## src/rtl/data_mem_arbiter.sv

```systemverilog
// Two-requester round-robin arbiter in front of a single-port data memory.
// Optional build macro DATA_MEM_ARB_RANGE_CHECK_EN flags grants whose address is >= MEM_DEPTH.
module data_mem_arbiter #(
  parameter int ADDR_W    = 10,
  parameter int DATA_W    = 16,
  parameter int MEM_DEPTH = 1000
) (
  input  logic              clk,
  input  logic              rst,
  input  logic              req0,
  input  logic              req1,
  input  logic              we0,
  input  logic              we1,
  input  logic [ADDR_W-1:0] addr0,
  input  logic [ADDR_W-1:0] addr1,
  input  logic [DATA_W-1:0] wdata0,
  input  logic [DATA_W-1:0] wdata1,
  output logic              ack0,
  output logic              ack1,
  output logic [DATA_W-1:0] rdata0,
  output logic [DATA_W-1:0] rdata1,
  output logic              err0,
  output logic              err1,
  output logic              busy,
  output logic [ADDR_W-1:0] memAddress,
  output logic [DATA_W-1:0] memWriteData,
  output logic              memRead,
  output logic              memWrite,
  input  logic [DATA_W-1:0] memReadData
);

  typedef enum logic [1:0] {
    IDLE   = 2'd0,
    ACCESS = 2'd1,
    DONE   = 2'd2
  } state_e;

  state_e              state_q, state_d;
  logic                grant_q, grant_d;
  logic                last_grant_q, last_grant_d;
  logic                we_q, we_d;
  logic [ADDR_W-1:0]   mem_address_q, mem_address_d;
  logic [DATA_W-1:0]   mem_wdata_q, mem_wdata_d;
  logic                mem_read_q, mem_read_d;
  logic                mem_write_q, mem_write_d;
  logic                ack0_q, ack0_d;
  logic                ack1_q, ack1_d;
  logic [DATA_W-1:0]   rdata0_q, rdata0_d;
  logic [DATA_W-1:0]   rdata1_q, rdata1_d;

  // Candidate grantee: the sole requester, or on a tie the one not granted last.
  logic                pick;
  logic                sel_we;
  logic [ADDR_W-1:0]   sel_addr;
  logic [DATA_W-1:0]   sel_wdata;

  always_comb begin
    pick      = (req0 && req1) ? ~last_grant_q : req1;
    sel_we    = pick ? we1 : we0;
    sel_addr  = pick ? addr1 : addr0;
    sel_wdata = pick ? wdata1 : wdata0;
  end

`ifdef DATA_MEM_ARB_RANGE_CHECK_EN
  logic oor_q, oor_d;
  logic err0_q, err0_d;
  logic err1_q, err1_d;
  logic sel_oor;

  assign sel_oor = (32'(sel_addr) >= 32'(MEM_DEPTH));
`endif

  always_comb begin
    // NOTE: every variable gets a default before the case so that no path
    // leaves it unassigned; otherwise synthesis infers a latch.
    state_d       = state_q;
    grant_d       = grant_q;
    last_grant_d  = last_grant_q;
    we_d          = we_q;
    mem_address_d = mem_address_q;
    mem_wdata_d   = mem_wdata_q;
    mem_read_d    = 1'b0;
    mem_write_d   = 1'b0;
    ack0_d        = 1'b0;
    ack1_d        = 1'b0;
    rdata0_d      = rdata0_q;
    rdata1_d      = rdata1_q;
`ifdef DATA_MEM_ARB_RANGE_CHECK_EN
    oor_d         = oor_q;
    err0_d        = 1'b0;
    err1_d        = 1'b0;
`endif

    unique case (state_q)
      IDLE: begin
        if (req0 || req1) begin
          state_d       = ACCESS;
          grant_d       = pick;
          last_grant_d  = pick;
          we_d          = sel_we;
          mem_address_d = sel_addr;
          mem_wdata_d   = sel_wdata;
`ifdef DATA_MEM_ARB_RANGE_CHECK_EN
          oor_d         = sel_oor;
          mem_write_d   = sel_we && !sel_oor;
          mem_read_d    = !sel_we && !sel_oor;
`else
          mem_write_d   = sel_we;
          mem_read_d    = !sel_we;
`endif
        end
      end

      ACCESS: begin
        state_d = DONE;
        ack0_d  = !grant_q;
        ack1_d  = grant_q;
`ifdef DATA_MEM_ARB_RANGE_CHECK_EN
        // A range-rejected access completes with an error and a cleared result.
        if (oor_q) begin
          err0_d = !grant_q;
          err1_d = grant_q;
          if (grant_q) rdata1_d = '0;
          else         rdata0_d = '0;
        end else
`endif
        if (!we_q) begin
          if (grant_q) rdata1_d = memReadData;
          else         rdata0_d = memReadData;
        end
      end

      DONE: state_d = IDLE;

      default: state_d = IDLE;
    endcase
  end

  always_ff @(posedge clk) begin
    // NOTE: sequential state uses non-blocking assignments so every flop
    // samples the pre-edge values regardless of statement order.
    if (!rst) begin
      state_q       <= IDLE;
      grant_q       <= 1'b0;
      last_grant_q  <= 1'b1;
      we_q          <= 1'b0;
      mem_address_q <= '0;
      mem_wdata_q   <= '0;
      mem_read_q    <= 1'b0;
      mem_write_q   <= 1'b0;
      ack0_q        <= 1'b0;
      ack1_q        <= 1'b0;
      rdata0_q      <= '0;
      rdata1_q      <= '0;
`ifdef DATA_MEM_ARB_RANGE_CHECK_EN
      oor_q         <= 1'b0;
      err0_q        <= 1'b0;
      err1_q        <= 1'b0;
`endif
    end else begin
      state_q       <= state_d;
      grant_q       <= grant_d;
      last_grant_q  <= last_grant_d;
      we_q          <= we_d;
      mem_address_q <= mem_address_d;
      mem_wdata_q   <= mem_wdata_d;
      mem_read_q    <= mem_read_d;
      mem_write_q   <= mem_write_d;
      ack0_q        <= ack0_d;
      ack1_q        <= ack1_d;
      rdata0_q      <= rdata0_d;
      rdata1_q      <= rdata1_d;
`ifdef DATA_MEM_ARB_RANGE_CHECK_EN
      oor_q         <= oor_d;
      err0_q        <= err0_d;
      err1_q        <= err1_d;
`endif
    end
  end

  assign busy         = (state_q != IDLE);
  assign memAddress   = mem_address_q;
  assign memWriteData = mem_wdata_q;
  assign memRead      = mem_read_q;
  assign memWrite     = mem_write_q;
  assign ack0         = ack0_q;
  assign ack1         = ack1_q;
  assign rdata0       = rdata0_q;
  assign rdata1       = rdata1_q;

`ifdef DATA_MEM_ARB_RANGE_CHECK_EN
  assign err0 = err0_q;
  assign err1 = err1_q;
`else
  assign err0 = 1'b0;
  assign err1 = 1'b0;
`endif

endmodule

```

## config.mk

```make
export PLATFORM = sky130hd
export DESIGN_NAME = data_mem_arbiter
export DESIGN_NICKNAME = d
export VERILOG_FILES = /design/src/rtl/data_mem_arbiter.sv
export SDC_FILE = /design/constraint.sdc
export NUM_CORES = 1
export LEC_CHECK = 0
export CORE_ASPECT_RATIO = 1.5
export CORE_MARGIN = 1
export CORE_UTILIZATION = 40
export CTS_BUF_LIST = sky130_fd_sc_hd__clkbuf_4
export DETAILED_ROUTE_END_ITERATION = 7
export GPL_TIMING_DRIVEN = 1
export PLACE_DENSITY_LB_ADDON = 0.1
export SLEW_MARGIN = 0
export SYNTH_ARGS = -nofsm -noshare
export SYNTH_HDL_FRONTEND = slang
export SYNTH_SLANG_ARGS = --single-unit
```

## constraint.sdc

```tcl
create_clock -name clk -period 2.7 [get_ports clk]
set_input_delay 0.675 -clock clk [delete_from_list [all_inputs] [get_ports clk]]
set_output_delay 0.675 -clock clk [all_outputs]
set_load 0.005 [all_outputs]
```

==> results_dict.tcl, run 1 <==
set metrics [dict create \
    first_iter_violations 117 \
    h-tree-depth 3 \
    finalClockSkew_ps 11.2 \
    cts-hold-fix-buffers 0 \
    ant_nets 0 \
    dieWidth_um 72.0 \
    row_count 37 \
    diodes 0 \
    cp-startpoint "state_q[1]$_SDFFE_PN0P_" \
    dp_hpwl_mm 5.14 \
    timing.final.hold_violations 0 \
    synth_edf_count 0 \
    worstSetupStartpointType "flop" \
    crit_path_end "busy" \
    status "finished, final reports clean" \
    synth_xor_area_share_pct 0 \
    cp_data_arrival_time_ps 1400 \
    synth.top_cell.area_share_pct 45.7 \
    finalMaxSlewViolations 0 \
    slew_headroom_pct 53.8 \
    synth_mux_area_share_pct 0.341 \
    final_util_pct 63.0 \
    synth_compound_area_share_pct 26.2 \
    worstMarginPinSlew_ps 692 \
    grt_pass1_vias 2680 \
    clk_pin_slew_ps 110 \
    hold_class "flop to flop" \
    drv_cap 0 \
    clockBufferDepth 2 \
    worstReg2RegEnd "memWriteData[15]$_SDFFE_PN0P_" \
    cts-root-buf "clkbuf_4" \
    fin_crit_sh_pct 76.7 \
    n_fill_cell 634 \
    drt-wirelength-per-cell_um 13.4 \
    synthSimpleGateAreaFrac_pct 20.6 \
    design.core.area_um2 6990 \
    routed_wl_mm 7.40 \
    final_layout_size_suffix_gt1_share_pct 15.4 \
    clock-sinks 67 \
    synth_adder_area_share_pct 0 \
    fin_setup_tns_ps 0 \
    grt_usage_pct 20.4 \
    grt_remaining_overflow 0 \
    yosys_warnings 0 \
    fin_crit_ps 2070 \
    peakVddDrop_v 0.000278 \
    design_area_um2 4410 \
    dieHeight_um 107 \
    min_from "rdata1[9]$_SDFFE_PN0P_" \
    nets 524 \
    crit_path_end_kind "primary output" \
    power_density_nw_per_um2 516 \
    areaGrowthSynthToFinish_pct 50.1 \
    fmax_mhz 483 \
    antenna_found_initial 0 \
    rr_worst_depth 5 \
    r2r_setup_slack_ps 1110 \
    syn_inst 326 \
    io_buffer_count 136 \
    holdWs_ps 460 \
    grt_max_degree 65 \
    crit_required_ps 2030 \
    cts_setup_buffers 0 \
    rsz0062_at_grt "false" \
    via_per_inst 4.97 \
    critical_path_class "flop to primary output" \
    yosysMostFrequentCell "nand2_1" \
    reg2reg_from "state_q[1]$_SDFFE_PN0P_" \
    drc 0 \
    synthesis.area_um2 2940 \
    die_area_um2 7700 \
    place_inst 536 \
    yosys-top-cells-area "dfxtp_1, nand2_1, a311oi_2" \
    stdcell_count 551 \
    p_leak_nw 1.60 \
    initial_core_util_pct 42.0 \
    synthArstFlopShare_pct 0 \
    ys.flop_type "dfxtp_1" \
    yosysSeqAreaShare_pct 45.7 \
    place_area_um2 4290 \
    ys_seq_elements 67 \
    yosys.area.top_type "dfxtp_1" \
    synth.distinct_cells 29 \
    boundaryPins 139 \
    cts_resized 0 \
    report.final.setup_viol 0 \
    synth.avg_cell_area_um2 9.01 \
    first_pass_iters 4 \
    synth_top_family_by_area "compound AO/OA/AOI/OAI gates" \
    insertion_delay_ps 410 \
    synth_commonest_cells "nand2_1, dfxtp_1, a21oi_1" \
    numCtsBuffers 9 \
    cts_tree "done" \
    critPathMaxFanout 4 \
    globalplace.congestion 0.726 \
    dr_total_vias 2740 \
    grt_pass1_wl_mm 12.3 \
]
-- cell type report --
cell class | count | area [µm²] | share of cell area, %
tap | 97 | 121 | 2.75
timing repair buffer | 145 | 1420 | 32.3
inverter | 2 | 7.51 | 0.170
clock buffer | 10 | 75.1 | 1.70
sequential | 67 | 1340 | 30.4
multi-input combinational | 225 | 1390 | 31.6
clock inverter | 5 | 45.0 | 1.02
-- worst min path at each step --
stage / slack (ps) / cells after the start / to
after floorplan: 450 / 2 / rdata1[0]$_SDFFE_PN0P_
after global placement: 440 / 2 / rdata0[13]$_SDFFE_PN0P_
after detailed placement: 450 / 2 / rdata0[13]$_SDFFE_PN0P_
after CTS: 460 / 2 / rdata0[13]$_SDFFE_PN0P_
after global routing: 470 / 2 / rdata0[13]$_SDFFE_PN0P_
final: 460 / 2 / rdata1[9]$_SDFFE_PN0P_
-- placed cells by master (no fill, tap or decap), types with 4 or more instances in the layout --
cell             instances
a21oi_1                 29
a311oi_1                 7
a311oi_2                19
buf_4                    9
clkbuf_4                10
clkdlybuf4s50_1        135
clkinv_1                 4
dfxtp_1                 67
nand2_1                 85
nand3_1                 25
nand3_2                  7
o21ai_0                 17
o21ai_2                 16
-- per-layer routing --
layer	GRT usage, %	vias up	routed length [µm]
met1	23.4	1231	3060
met3	7.61	13	535
li1	-	1390	-
met2	33.2	106	3640
met4	9.52	0	164
met5	0	-	0
-- sequential cells by signal (all words and copies together), names as in the netlist, 2 cells and up --
| signal | flops |
|---|---|
| state_q | 2 |
| rdata0 | 16 |
| rdata1 | 16 |
| memWriteData | 16 |
| memAddress | 10 |
-- cell families after synthesis --
family                 count (synthesis)
multiplexers                           1
other                                  1
buffers and inverters                 35
AO/OA/AOI/OAI                         92
flip-flops                            67
AND/OR/NAND/NOR                      130
-- metrics by stage --
step / power [mW] / setup WS [ps]
after floorplan: 1.40 / 1100
after global routing: 2.39 / 557
after CTS: 2.30 / 584
final: 2.27 / 629
after detailed placement: 1.68 / 496
after global placement: 1.67 / 517
-- worst max-delay path, stage by stage, from the launching register on --
cell	delay, ps
dfxtp_1	390
nor2_2	70
inv_1	50
clkdlybuf4s50_1	490
-- power by group --
group          total, mW  internal (mW)  switching [mW]
Sequential          1.10           1.06          0.0420
Clock              0.621          0.277           0.345
Combinational      0.546          0.308           0.238
Total               2.27           1.65           0.625
No activity file was read; power rests on OpenSTA's default activity.
==> run 2: changes to the inputs <==
--- a/config.mk
+++ b/config.mk
@@ -7,7 +7,7 @@
 export LEC_CHECK = 0
 export CORE_ASPECT_RATIO = 1.5
 export CORE_MARGIN = 1
-export CORE_UTILIZATION = 40
+export CORE_UTILIZATION = 38
 export CTS_BUF_LIST = sky130_fd_sc_hd__clkbuf_4
 export DETAILED_ROUTE_END_ITERATION = 7
 export GPL_TIMING_DRIVEN = 1
==> constraint.sdc (replaced) <==
create_clock -name clk -period 1.8 [get_ports clk]
set_input_delay 0.45 -clock clk [delete_from_list [all_inputs] [get_ports clk]]
set_output_delay 0.45 -clock clk [all_outputs]
set_load 0.005 [all_outputs]
==> run 2 against run 1 <==
Flip-flop and latch count unchanged. Via count decreased by 0.29%. Clock-buffer cell count increased by 1. Sequential share of layout area decreased by 1.3 points. Cell count increased by 2.5%. Largest power group unchanged. Clock power increased by 80%.
==> results_dict.tcl, run 2 (synthesis gave the netlist of run 1 again) <==
set metrics [dict create \
    io_buffer_count 136 \
    insertion_delay_ps 400 \
    drt-wirelength-per-cell_um 12.8 \
    dr_total_vias 2732 \
    antenna_found_initial 0 \
    cts_tree "done" \
    final_common_cell "clkdlybuf4s50_1" \
    routed_wl_mm 7.23 \
    grt_pass1_wl_mm 12.1 \
    min_to "last_grant_q$_SDFFE_PN1P_" \
    numCtsBuffers 9 \
    hold_class "input port to flop" \
    cp_slowest_stage_delay_ps 520 \
    rr_worst_depth 5 \
    final_cell_mix "clkdlybuf4s50_1, nand2_1, dfxtp_1" \
    p_leak_nw 1.71 \
    peakVddDrop_v 0.000360 \
    n_fill_cell 658 \
    finalClockSkew_ps 16.6 \
    crit_required_ps 1350 \
    cts-hold-fix-buffers 0 \
    dieHeight_um 110 \
    reg2reg_from "state_q[1]$_SDFFE_PN0P_" \
    boundaryPins 139 \
    fmax_mhz 579 \
    cp-startpoint "memAddress[2]$_SDFFE_PN0P_" \
    dp_hpwl_mm 5.04 \
    clk_pin_slew_ps 120 \
    hold_path_depth 2 \
    cp_slowest_cell "clkdlybuf4s50_1" \
    diodes 0 \
    report.final.setup_viol 0 \
    cp_data_arrival_time_ps 1280 \
    rsz0062_at_grt "false" \
    nets 534 \
    design.core.area_um2 7370 \
    power.total_mw 3.65 \
    timing.final.hold_violations 0 \
    fin_crit_sh_pct 95.9 \
    h-tree-depth 3 \
    multi_input_area_um2 1400 \
    critPathMaxFanout 2 \
    die_area_um2 8090 \
    min_from "rst" \
    place_inst 547 \
    drc 0 \
    fin_crit_ps 1730 \
    worstReg2RegEnd "rdata0[4]$_SDFFE_PN0P_" \
    areaGrowthSynthToFinish_pct 57.4 \
    final_util_pct 62.7 \
    grt_pass1_vias 2719 \
    stdcell_count 565 \
    initial_core_util_pct 39.8 \
    clock-sinks 67 \
    clockBufferDepth 2 \
    r2r_setup_slack_ps 220 \
    final_layout_size_suffix_gt1_share_pct 18.5 \
    seqCellArea_um2 1350 \
    worstSetupStartpointType "flop" \
    grt_remaining_overflow 0 \
    status "finished, final reports clean" \
    first_pass_iters 4 \
    first_iter_violations 85 \
    crit_path_end_kind "primary output" \
    critical_path.top_delay_family "buffers and inverters" \
    crit_buf_inv 1 \
    design_area_um2 4620 \
    dieWidth_um 73.8 \
    globalplace.congestion 0.751 \
    finalMaxSlewViolations 0 \
    drv_cap 0 \
    grt_usage_pct 19.1 \
    cts-root-buf "clkbuf_4" \
    crit_chain "clkdlybuf4s50_1" \
    grt_max_degree 65 \
    via_per_inst 4.84 \
    place_area_um2 4440 \
    ant_nets 0 \
    critical_path_class "flop to primary output" \
    row_count 38 \
    power_density_nw_per_um2 789 \
]
[run 2: cell count changes in the layout (fill, tap and decap cells not counted), sizes merged]
cell	before	now
clkbuf	10	11
clkdlybuf4s50	135	134
bufinv	1	2
dlygate4sd2	0	1
clkinv	4	3
buf	10	20
[run 2: how the worst max path moves through the flow]
stage	endpoint	cells after the start
floorplan	memAddress[9]$_SDFFE_PN0P_	5
global placement	memWriteData[4]$_SDFFE_PN0P_	5
detailed placement	memAddress[4]$_SDFFE_PN0P_	6
CTS	memAddress[2]	1
global route	rdata0[14]	1
finish	memAddress[2]	1
[run 2: final cells by class]
| type | count | share of cell area [%] |
|---|---|---|
| well taps | 100 | 2.71 |
| multi-input cells | 225 | 30.2 |
| inverters | 2 | 0.162 |
| repair buffers | 155 | 34.3 |
| clock buffers | 11 | 1.79 |
| clock inverters | 5 | 1.68 |
| flip-flops and latches | 67 | 29.1 |
[run 2: metrics by stage]
stage | hold WS [ps] | TNS (ps) | setup slack [ps]
2_1_floorplan | 452 | 0 | 429
3_3_place_gp | 443 | -943 | -55.1
3_5_place_dp | 449 | -1460 | -72.6
4_1_cts | 275 | 0 | 39.7
5_1_grt | 313 | 0 | 9.33
6_report | 312 | 0 | 73.1
[run 2: power by group]
part,leakage (nW),total [mW],internal [mW],switching [mW]
logic,1.07,0.872,0.510,0.362
registers,0.550,1.66,1.59,0.0652
clock network,0.0885,1.12,0.592,0.525
[run 2: metal layers]
metal  global-route usage (%)  up-vias  wire [µm]
met2                     31.9      101       3590
met5                        0        -          0
met1                     21.7     1205       2960
met3                     5.41       14        546
met4                     10.4        0        146
li1                         -     1412          -
[run 2: repair_timing]
action,CTS,global route
buffers inserted,2,0
endpoints found under the setup margin,1,0
resized for setup,5,0
